==> src/rtl/cla_sub_pkg.sv <==
// Shared definitions for the sequential CLA subtractor.
//   - default operand width and per-cycle slice width
//   - derived slice count and slice-counter width for the defaults
//   - FSM state encoding
//   - helper that sizes the slice counter for any slice count
package cla_sub_pkg;

    localparam int DATA_W_DEF  = 32;
    localparam int SLICE_W_DEF = 4;
    localparam int NSLICE      = DATA_W_DEF / SLICE_W_DEF;
    localparam int CNT_W       = (NSLICE > 1) ? $clog2(NSLICE) : 1;

    typedef enum logic [1:0] {
        IDLE = 2'd0,
        RUN  = 2'd1,
        DONE = 2'd2
    } state_t;

    // Slice-counter width; never less than one bit, even for a single slice.
    function automatic int cnt_width(input int n);
        return (n > 1) ? $clog2(n) : 1;
    endfunction

endpackage

==> src/rtl/cla_slice.sv <==
// cla_slice: W-bit carry-lookahead adder slice, purely combinational.
// Ports:
//   x, y   in  [W-1:0]  addends
//   ci     in           carry in
//   s      out [W-1:0]  sum
//   co     out          carry out of the MSB
//   c_msb  out          carry into the MSB (used for signed overflow)
module cla_slice #(
    parameter int W = 4
) (
    input  logic [W-1:0] x,
    input  logic [W-1:0] y,
    input  logic         ci,
    output logic [W-1:0] s,
    output logic         co,
    output logic         c_msb
);

    logic [W-1:0] g;
    logic [W-1:0] p;
    logic [W:0]   c;

    // Each carry is built independently from g/p/ci (no carry feeds another
    // carry signal), so every c[i+1] flattens to its own lookahead term.
    always_comb begin
        logic acc;
        g    = x & y;
        p    = x ^ y;
        c    = '0;
        c[0] = ci;
        for (int i = 0; i < W; i++) begin
            acc = ci;
            for (int j = 0; j <= i; j++) begin
                acc = g[j] | (p[j] & acc);
            end
            c[i+1] = acc;
        end
    end

    assign s     = p ^ c[W-1:0];
    assign co    = c[W];
    assign c_msb = c[W-1];

endmodule

==> src/rtl/cla_sub_seq.sv <==
// cla_sub_seq: multi-cycle subtractor, d = a - b - bi computed as a + ~b + ~bi,
// one SLICE_W-bit CLA slice per clock, least-significant slice first.
// Optional feature macro: CLA_SUB_OVF_EN adds the signed-overflow output ovf.
// Ports:
//   clk    in               rising-edge clock
//   reset  in               asynchronous active-high reset
//   start  in               request, accepted in IDLE or DONE
//   a, b   in  [DATA_W-1:0] minuend / subtrahend, sampled on accept
//   bi     in               borrow in, sampled on accept
//   d      out [DATA_W-1:0] difference, valid while done, held until next accept
//   bo     out              borrow out (= ~final carry)
//   busy   out              high while RUN
//   done   out              one-cycle result-ready pulse
//   ovf    out              signed overflow (CLA_SUB_OVF_EN only)
//
// state | meaning
// IDLE  | waiting for start, result registers hold last result
// RUN   | one slice per clock, cnt = slice being computed
// DONE  | result valid for this cycle; start here is accepted
module cla_sub_seq
    import cla_sub_pkg::*;
#(
    parameter int DATA_W  = DATA_W_DEF,
    parameter int SLICE_W = SLICE_W_DEF
) (
    input  logic              clk,
    input  logic              reset,
    input  logic              start,
    input  logic [DATA_W-1:0] a,
    input  logic [DATA_W-1:0] b,
    input  logic              bi,
    output logic [DATA_W-1:0] d,
    output logic              bo,
    output logic              busy,
    output logic              done
`ifdef CLA_SUB_OVF_EN
    ,
    output logic              ovf
`endif
);

    localparam int N_SLICE = DATA_W / SLICE_W;
    localparam int CW      = cnt_width(N_SLICE);
    localparam logic [CW-1:0] LAST = CW'(N_SLICE - 1);

    state_t              state;
    logic [CW-1:0]       cnt;
    logic [DATA_W-1:0]   a_sh;
    logic [DATA_W-1:0]   nb_sh;
    logic                carry;
    logic [SLICE_W-1:0]  slice_s;
    logic                slice_co;
`ifdef CLA_SUB_OVF_EN
    logic                slice_c_msb;
`else
    logic                unused_slice_c_msb;
`endif

    // Operands are shifted right each RUN cycle so the slice always reads the
    // low SLICE_W bits instead of going through a wide slice-select mux.
    cla_slice #(.W(SLICE_W)) u_slice (
        .x     (a_sh[SLICE_W-1:0]),
        .y     (nb_sh[SLICE_W-1:0]),
        .ci    (carry),
        .s     (slice_s),
        .co    (slice_co),
`ifdef CLA_SUB_OVF_EN
        .c_msb (slice_c_msb)
`else
        .c_msb (unused_slice_c_msb)
`endif
    );

    always_ff @(posedge clk or posedge reset) begin
        if (reset) begin
            state <= IDLE;
            cnt   <= '0;
            a_sh  <= '0;
            nb_sh <= '0;
            carry <= 1'b0;
            d     <= '0;
            bo    <= 1'b0;
            busy  <= 1'b0;
            done  <= 1'b0;
`ifdef CLA_SUB_OVF_EN
            ovf   <= 1'b0;
`endif
        end else begin
            case (state)
                IDLE, DONE: begin
                    done <= 1'b0;
                    if (start) begin
                        a_sh  <= a;
                        nb_sh <= ~b;
                        carry <= ~bi;
                        cnt   <= '0;
                        busy  <= 1'b1;
                        state <= RUN;
                    end else begin
                        state <= IDLE;
                    end
                end
                RUN: begin
                    d[int'(cnt)*SLICE_W +: SLICE_W] <= slice_s;
                    carry <= slice_co;
                    a_sh  <= a_sh >> SLICE_W;
                    nb_sh <= nb_sh >> SLICE_W;
                    if (cnt == LAST) begin
                        bo    <= ~slice_co;
`ifdef CLA_SUB_OVF_EN
                        ovf   <= slice_c_msb ^ slice_co;
`endif
                        busy  <= 1'b0;
                        done  <= 1'b1;
                        state <= DONE;
                    end else begin
                        cnt <= cnt + CW'(1);
                    end
                end
                default: state <= IDLE;
            endcase
        end
    end

endmodule

==> config.mk <==
export PLATFORM = sky130hd
export DESIGN_NAME = cla_sub_seq
export DESIGN_NICKNAME = d
export VERILOG_FILES = /design/src/rtl/cla_sub_pkg.sv /design/src/rtl/cla_slice.sv /design/src/rtl/cla_sub_seq.sv
export SDC_FILE = /design/constraint.sdc
export NUM_CORES = 1
export LEC_CHECK = 0
export ABC_AREA = 1
export ABC_CLOCK_PERIOD_IN_PS = 6120
export BUFFER_PORTS_ARGS = -buffer_cell sky130_fd_sc_hd__buf_2
export CAP_MARGIN = 20
export CORE_ASPECT_RATIO = 0.5
export CORE_MARGIN = 4
export CORE_UTILIZATION = 50
export DETAILED_ROUTE_END_ITERATION = 10
export GPL_TIMING_DRIVEN = 0
export PLACE_DENSITY = 0.74
export SLEW_MARGIN = 10
export SYNTH_ARGS = -nofsm -noshare
export SYNTH_HDL_FRONTEND = slang
export SYNTH_HIERARCHICAL = 1
export SYNTH_SLANG_ARGS = --single-unit
==> constraint.sdc <==
create_clock -name clk -period 6.12 [get_ports clk]
set_input_delay 0.306 -clock clk [delete_from_list [all_inputs] [get_ports clk]]
set_output_delay 0.306 -clock clk [all_outputs]
set_load 0.03 [all_outputs]
== Word level (Yosys, flattened, before mapping) ==
Index checks and enable logic that the tools add are counted.

* Shift-type cells: 2
* Equal/unequal tests: 6
* Reductions and logical operators: 8
* Muxes and demuxes: 18
* Bitwise logic cells: 14
* Add/sub/neg operators: 2

{| class="wikitable"
|+ Operators by type and width
! cell !! number
|-
| $pmux 32 s2 || 2
|-
| $mux 32 || 2
|-
| $neg 5->33 || 1
|-
| $shift 4x33->32 const A || 1
|-
| $shiftx 4x33->32 || 1
|-
| $bwmux 32 || 1
|-
| $not 32->32 || 1
|-
| $xor 4x4->4 || 2
|-
| $mux 3 || 2
|-
| $ne 2x2->1 const B || 3
|-
| $pmux 1 s2 || 3
|-
| $pmux 3 s2 || 1
|-
| $reduce_and 2->1 || 3
|-
| $reduce_and 3->1 || 2
|-
| $mux 1 || 5
|-
| $and 1x1->1 || 4
|-
| $and 4x4->4 || 1
|-
| $or 1x1->1 || 4
|-
| $pmux 2 s2 || 1
|-
| $add 3x1->3 const B || 1
|-
| $eq 3x3->1 const B || 1
|-
| $eq 2x1->1 const B || 1
|-
| $eq 2x2->1 const B || 1
|-
| $logic_not 2->1 || 1
|-
| 4 further kinds || 5
|}

* Bits in registers: 105
* Output and inout bits: 35

== Logic depth before layout (Yosys ltp) ==
* Depth after elaboration: 10
* Depth in mapped cells: 12
* Depth with buffers taken out: 12

== Modules after synthesis ==
The synthesis kept the hierarchy.

{| class="wikitable"
|+ By module, submodules not included
! module !! times used !! cells an instance !! area an instance (µm²)
|-
| cla_sub_seq || 1 || 546 || 4853.4
|-
| cla_slice || 1 || 14 || 117.6
|}

== Worst setup path before layout ==
OpenSTA, ideal clock, no wires.

* Path type: register -> register
* Start: reg nb_sh[0]
* End: reg d[11]
* Setup time: 0.121 ns
* Stages on the path, launching flop included: 13
* Arrival: 2.159 ns
* Period minus slack after synthesis: 2.280 ns
* Path slack: 3.840 ns
* Cell sequence: dfrtp_1 -> inv_1 -> fa_1 -> inv_1 -> fa_1 -> inv_1 -> fa_1 -> inv_1 -> fa_1 -> nand2_1 -> nor2_1 -> nand2_1 -> o21ai_1

* Cells in the longest elaborated chain, start to end: 10
* Elaborated cells between the ends (all ways): 11

{| class="wikitable"
|+ RTL lines
! item !! RTL line !! RTL
|-
| start, declared || cla_sub_seq.sv:49 || <nowiki>logic [DATA_W-1:0] nb_sh;</nowiki>
|-
| start signal, assigned || cla_sub_seq.sv:94 || <nowiki>nb_sh <= ~b;</nowiki>
|-
| start signal, assigned || cla_sub_seq.sv:107 || <nowiki>nb_sh <= nb_sh >> SLICE_W;</nowiki>
|-
| $xor 4x4->4 || cla_slice.sv:28 || <nowiki>p = x ^ y;</nowiki>
|-
| $and 1x1->1 || cla_slice.sv:34 || <nowiki>acc = g[j] | (p[j] & acc);</nowiki>
|-
| $or 1x1->1 (*) || cla_slice.sv:34 ||
|-
| $and 1x1->1 (*) || cla_slice.sv:34 ||
|-
| $or 1x1->1 (*) || cla_slice.sv:34 ||
|-
| $and 1x1->1 (*) || cla_slice.sv:34 ||
|-
| $or 1x1->1 (*) || cla_slice.sv:34 ||
|-
| net unused_slice_c_msb || cla_sub_seq.sv:56 || <nowiki>logic unused_slice_c_msb;</nowiki>
|-
| $xor 4x4->4 (*) || cla_slice.sv:40 || <nowiki>assign s = p ^ c[W-1:0];</nowiki>
|-
| net slice_s[3] || cla_sub_seq.sv:51 || <nowiki>logic [SLICE_W-1:0] slice_s;</nowiki>
|-
| $shiftx 4x33->32 (*) || cla_sub_seq.sv:104 || <nowiki>d[int'(cnt)*SLICE_W +: SLICE_W] <= slice_s;</nowiki>
|-
| $bwmux 32 (*) || cla_sub_seq.sv:104 ||
|-
| end signal, assigned by index || cla_sub_seq.sv:104 ||
|-
| end, declared || cla_sub_seq.sv:32 || <nowiki>output logic [DATA_W-1:0] d,</nowiki>
|}

Mark *: on every way through the listed nets, which the timed path passes. The rest lies on a longest branch.
A chain may end at the register's enable or synchronous reset.

== Worst setup path in the final report ==
* Start: reg a_sh[0]
* End: reg d[11]

* Cells in the longest elaborated chain, start to end: 10
* Elaborated cells between the ends (all ways): 11

{| class="wikitable"
|+ RTL lines
! item !! RTL line !! RTL
|-
| start, declared || cla_sub_seq.sv:48 || <nowiki>logic [DATA_W-1:0] a_sh;</nowiki>
|-
| start signal, assigned || cla_sub_seq.sv:106 || <nowiki>a_sh <= a_sh >> SLICE_W;</nowiki>
|-
| $xor 4x4->4 || cla_slice.sv:28 ||
|-
| $and 1x1->1 || cla_slice.sv:34 ||
|-
| $or 1x1->1 (*) || cla_slice.sv:34 ||
|-
| $and 1x1->1 (*) || cla_slice.sv:34 ||
|-
| $or 1x1->1 (*) || cla_slice.sv:34 ||
|-
| $and 1x1->1 (*) || cla_slice.sv:34 ||
|-
| $or 1x1->1 (*) || cla_slice.sv:34 ||
|-
| net unused_slice_c_msb || cla_sub_seq.sv:56 ||
|-
| $xor 4x4->4 (*) || cla_slice.sv:40 ||
|-
| net slice_s[3] || cla_sub_seq.sv:51 ||
|-
| $shiftx 4x33->32 (*) || cla_sub_seq.sv:104 ||
|-
| $bwmux 32 (*) || cla_sub_seq.sv:104 ||
|}

Marks and branches as above.

==> reports/qor.csv <==
stage,metric,value,unit
outcome,outcome,completed,
synthesis,syn-num-nets,639,
synthesis,syn_area,4970,um^2
finish,area_growth,20.2,%
sta,fin_hold_ws,0.144,ns
placement,pre_cts_ws,3.63,ns
synthesis,synth_edf_count,0,
finish,final_nets,754,
die,die_area,11700,um^2
critical_path,cp_slowest_cell,fa_1,
synthesis,synth_cell_types,27,
critical_path,crit_chain,inv_1 -> fa_1 -> inv_1 -> fa_1 -> inv_1 -> fa_1 -> inv_1 -> fa_1 -> nand2_1 -> nor2_1 -> nand2_1 -> o21ai_1,
die,floorplan.initialDensity,51.9,%
sta,drv_slew,0,
sta,fin_ws,3.61,ns
clock_network,clock-sinks,105,
clock_network,cts.reportedPaths.clkPinSlew,0.07,ns
global_routing,grt_pass1_wl,18.1,mm
die,core,9570,um^2
clock_network,clock_latency,0.34,ns
synthesis,ys_warn_count,6,
global_routing,busiest_layer,met2,
sta,post-route-period-util,41.0,%
die,num_rows,25,
critical_path,endpoint_kind,flop,
pwr,powerDensity,547,nW/um^2
placement,hpwl,7.97,mm
synthesis,async_flop_share,100,%
synthesis,synthCells,560,
finish,stdcell_area,5980,um^2
global_routing,overflow,0,
sta,slew_headroom,66.2,%
clock_network,ctsHtreeMaxLevel,3,
routing,routed_wl,10.8,mm
routing,firstDrtPassIters,4,
die,die_w,149,um
clock_network,cts_resized,0,
routing,antenna_left,0,
synthesis,synth_top_area_cell,dfrtp_1,
sta,worstMarginPinSlew,0.506,ns
sta,grt_setup_unrepaired,no,
global_routing,grt.total_usage,19.3,%
critical_path,ff2ff_setup_slack,3.61,ns
placement,placed_cell_area,5680,um^2
finish,num_antenna_cells,0,
job,maxCapViolCount,0,
routing,vias,3953,
sta,setup_tns,0,ns
clock_network,cts_tree,done,
pwr,max-vdd-ir-drop,0.210,mV
global_routing,grt_max_degree,71,
pwr,p_leak,0.00315,uW
clock_network,cts_made_buffers,9,
critical_path,worstPathRequired,6.39,ns
routing,routedWlPerCell,13.3,um
sta,hold_viol_final,0,
global_routing,grt_pass1_vias,3745,
critical_path,worstSetupStartpointType,flop,
global_routing,grt_use_met3,4.33,%
critical_path,crit_arrival,2.78,ns
placement,gp_congestion,0.863,
routing,drtIter0Drc,203,
synthesis,syn_area_per_cell,8.88,um^2
global_routing,gr-usage-met1,27.1,%
critical_path,criticalPathCategory,flop to flop,
finish,drive_above_1_share,32.0,%
worst_hold_path,whs_path_depth,2,
sta,fmax,399,MHz
routing,drc,0,
worst_hold_path,worstHoldPathType,input pin to flop,
synthesis,synth_top_flop_cell,dfrtp_1,
sta,fin_worst_skew,0.00812,ns
synthesis,synth_seq_cells,105,
global_routing,grt_use_met2,30.4,%
synthesis,synth_area_leaders,"dfrtp_1 (53%), nand2_1 (17%), nand3_1 (6.3%)",
critical_path,worst-path-buf-inv,4,
critical_path,r2r_cells,12,
die,die_h,78.5,um
clock_network,clock_path_buffers,2,
critical_path,cp_max_fo,5,
routing,viasPerCell,4.86,
critical_path,max_stage_delay,0.62,ns
synthesis,ys_seq_area_share,52.9,%
critical_path,crit_cells,12,
clock_network,root_buffer,clkbuf_16,
finish,final_util,62.4,%
sta,finalSetupViolations,0,
placement,portBuffers,102,
global_routing,antenna_found_initial,0,
critical_path,cp_top_family,adder cells,
sta,period_needed,2.51,ns
synthesis,synth_top_area_share,52.9,%
die,io_pins,103,
cell families after synthesis:
| group | share of synthesized area, % |
|---|---|
| AND/OR/NAND/NOR | 35.1 |
| flip-flops | 52.9 |
| buffers and inverters | 5.41 |
| AO/OA/AOI/OAI | 3.30 |
| adder cells (fa/ha/maj) | 3.37 |
placed cells by master (no fill, tap or decap), types with 8 or more instances in the layout:
cell | synthesis | layout
buf_2 | 8 | 110
nand2_2 | 14 | 14
dfrtp_1 | 105 | 105
nand2_1 | 219 | 219
or2_2 | 29 | 29
clkbuf_16 | 0 | 9
nand3_2 | 11 | 11
o21ai_1 | 15 | 15
nand3_1 | 63 | 63
o21ai_0 | 8 | 8
inv_1 | 18 | 17
cell type report:
| type | count | area, um^2 |
|---|---|---|
| plain buffers | 23 | 175 |
| clock buffers | 13 | 270 |
| clock inverters | 2 | 12.5 |
| fillers | 865 | 3600 |
| inverters | 25 | 98.8 |
| multi-input cells | 407 | 2070 |
| flip-flops and latches | 105 | 2630 |
| well taps | 135 | 169 |
| repair buffers | 104 | 548 |
metrics by stage:
stage,total power [uW],std cells
floorplan,2330,560
finish,3270,814
detailed placement,2740,798
global route,3530,814
global placement,2700,797
CTS,3300,814
routing by layer:
layer	up-vias	routed length [um]
met5	-	0
met4	0	106
met3	6	557
met2	77	5030
met1	1858	5100
li1	2012	-
repair_timing:
item                       in CTS  in global routing
buffers inserted                0                  0
setup endpoints to repair       0                  0
hold buffers                    1                  0
hold endpoints to repair       35                  0
worst register-to-register path, delay by kind of cell, from the launching register on:
kind / cells / cell delay [ns]
adders and majority gates: 4 / 1.30
DFF: 1 / 0.39
and+or+nand+nor: 3 / 0.32
buffers and inverters: 4 / 0.29
AOI/OAI and AO/OA: 1 / 0.13
synth_stat cells, types with 2 or more instances:
cell type and number:
buf_2 8, inv_1 18, nor2_2 6, nand4_1 7
nand2_2 14, nand3_1 63, buf_8 2, nand2_4 5
or2_2 29, nor2_4 4, ha_1 7, nand2_1 219
o21ai_1 15, inv_2 6, nand3_2 11, clkbuf_1 5
o21ai_0 8, dfrtp_1 105, fa_1 4, nor2_1 5
buf_6 7, o21ai_2 5, nor3_1 3
registers in the layout (all words and copies together) (netlist names):
register / cells
a_sh: 32
bo: 1
busy: 1
carry: 1
cnt: 3
d: 32
done: 1
nb_sh: 32
state: 2
power by group:
| group | internal [uW] | total, uW | switching (uW) |
|---|---|---|---|
| combinational | 533 | 1570 | 1040 |
| clock | 307 | 548 | 242 |
| sequential | 983 | 1150 | 168 |
| total | 1820 | 3270 | 1450 |
path summary, 6_finish.rpt:
kind,start,end
worst max-delay path,a_sh[0]$_DFFE_PP0P_,d[11]$_DFFE_PP0P_
max in group asynchronous,reset,a_sh[30]$_DFFE_PP0P_
worst max register to register,a_sh[0]$_DFFE_PP0P_,d[11]$_DFFE_PP0P_
min in group asynchronous,reset,d[2]$_DFFE_PP0P_
worst min register to register,a_sh[30]$_DFFE_PP0P_,a_sh[30]$_DFFE_PP0P_
worst min-delay path,b[31],nb_sh[31]$_DFFE_PP0P_
(Power assumes the default switching activity.)
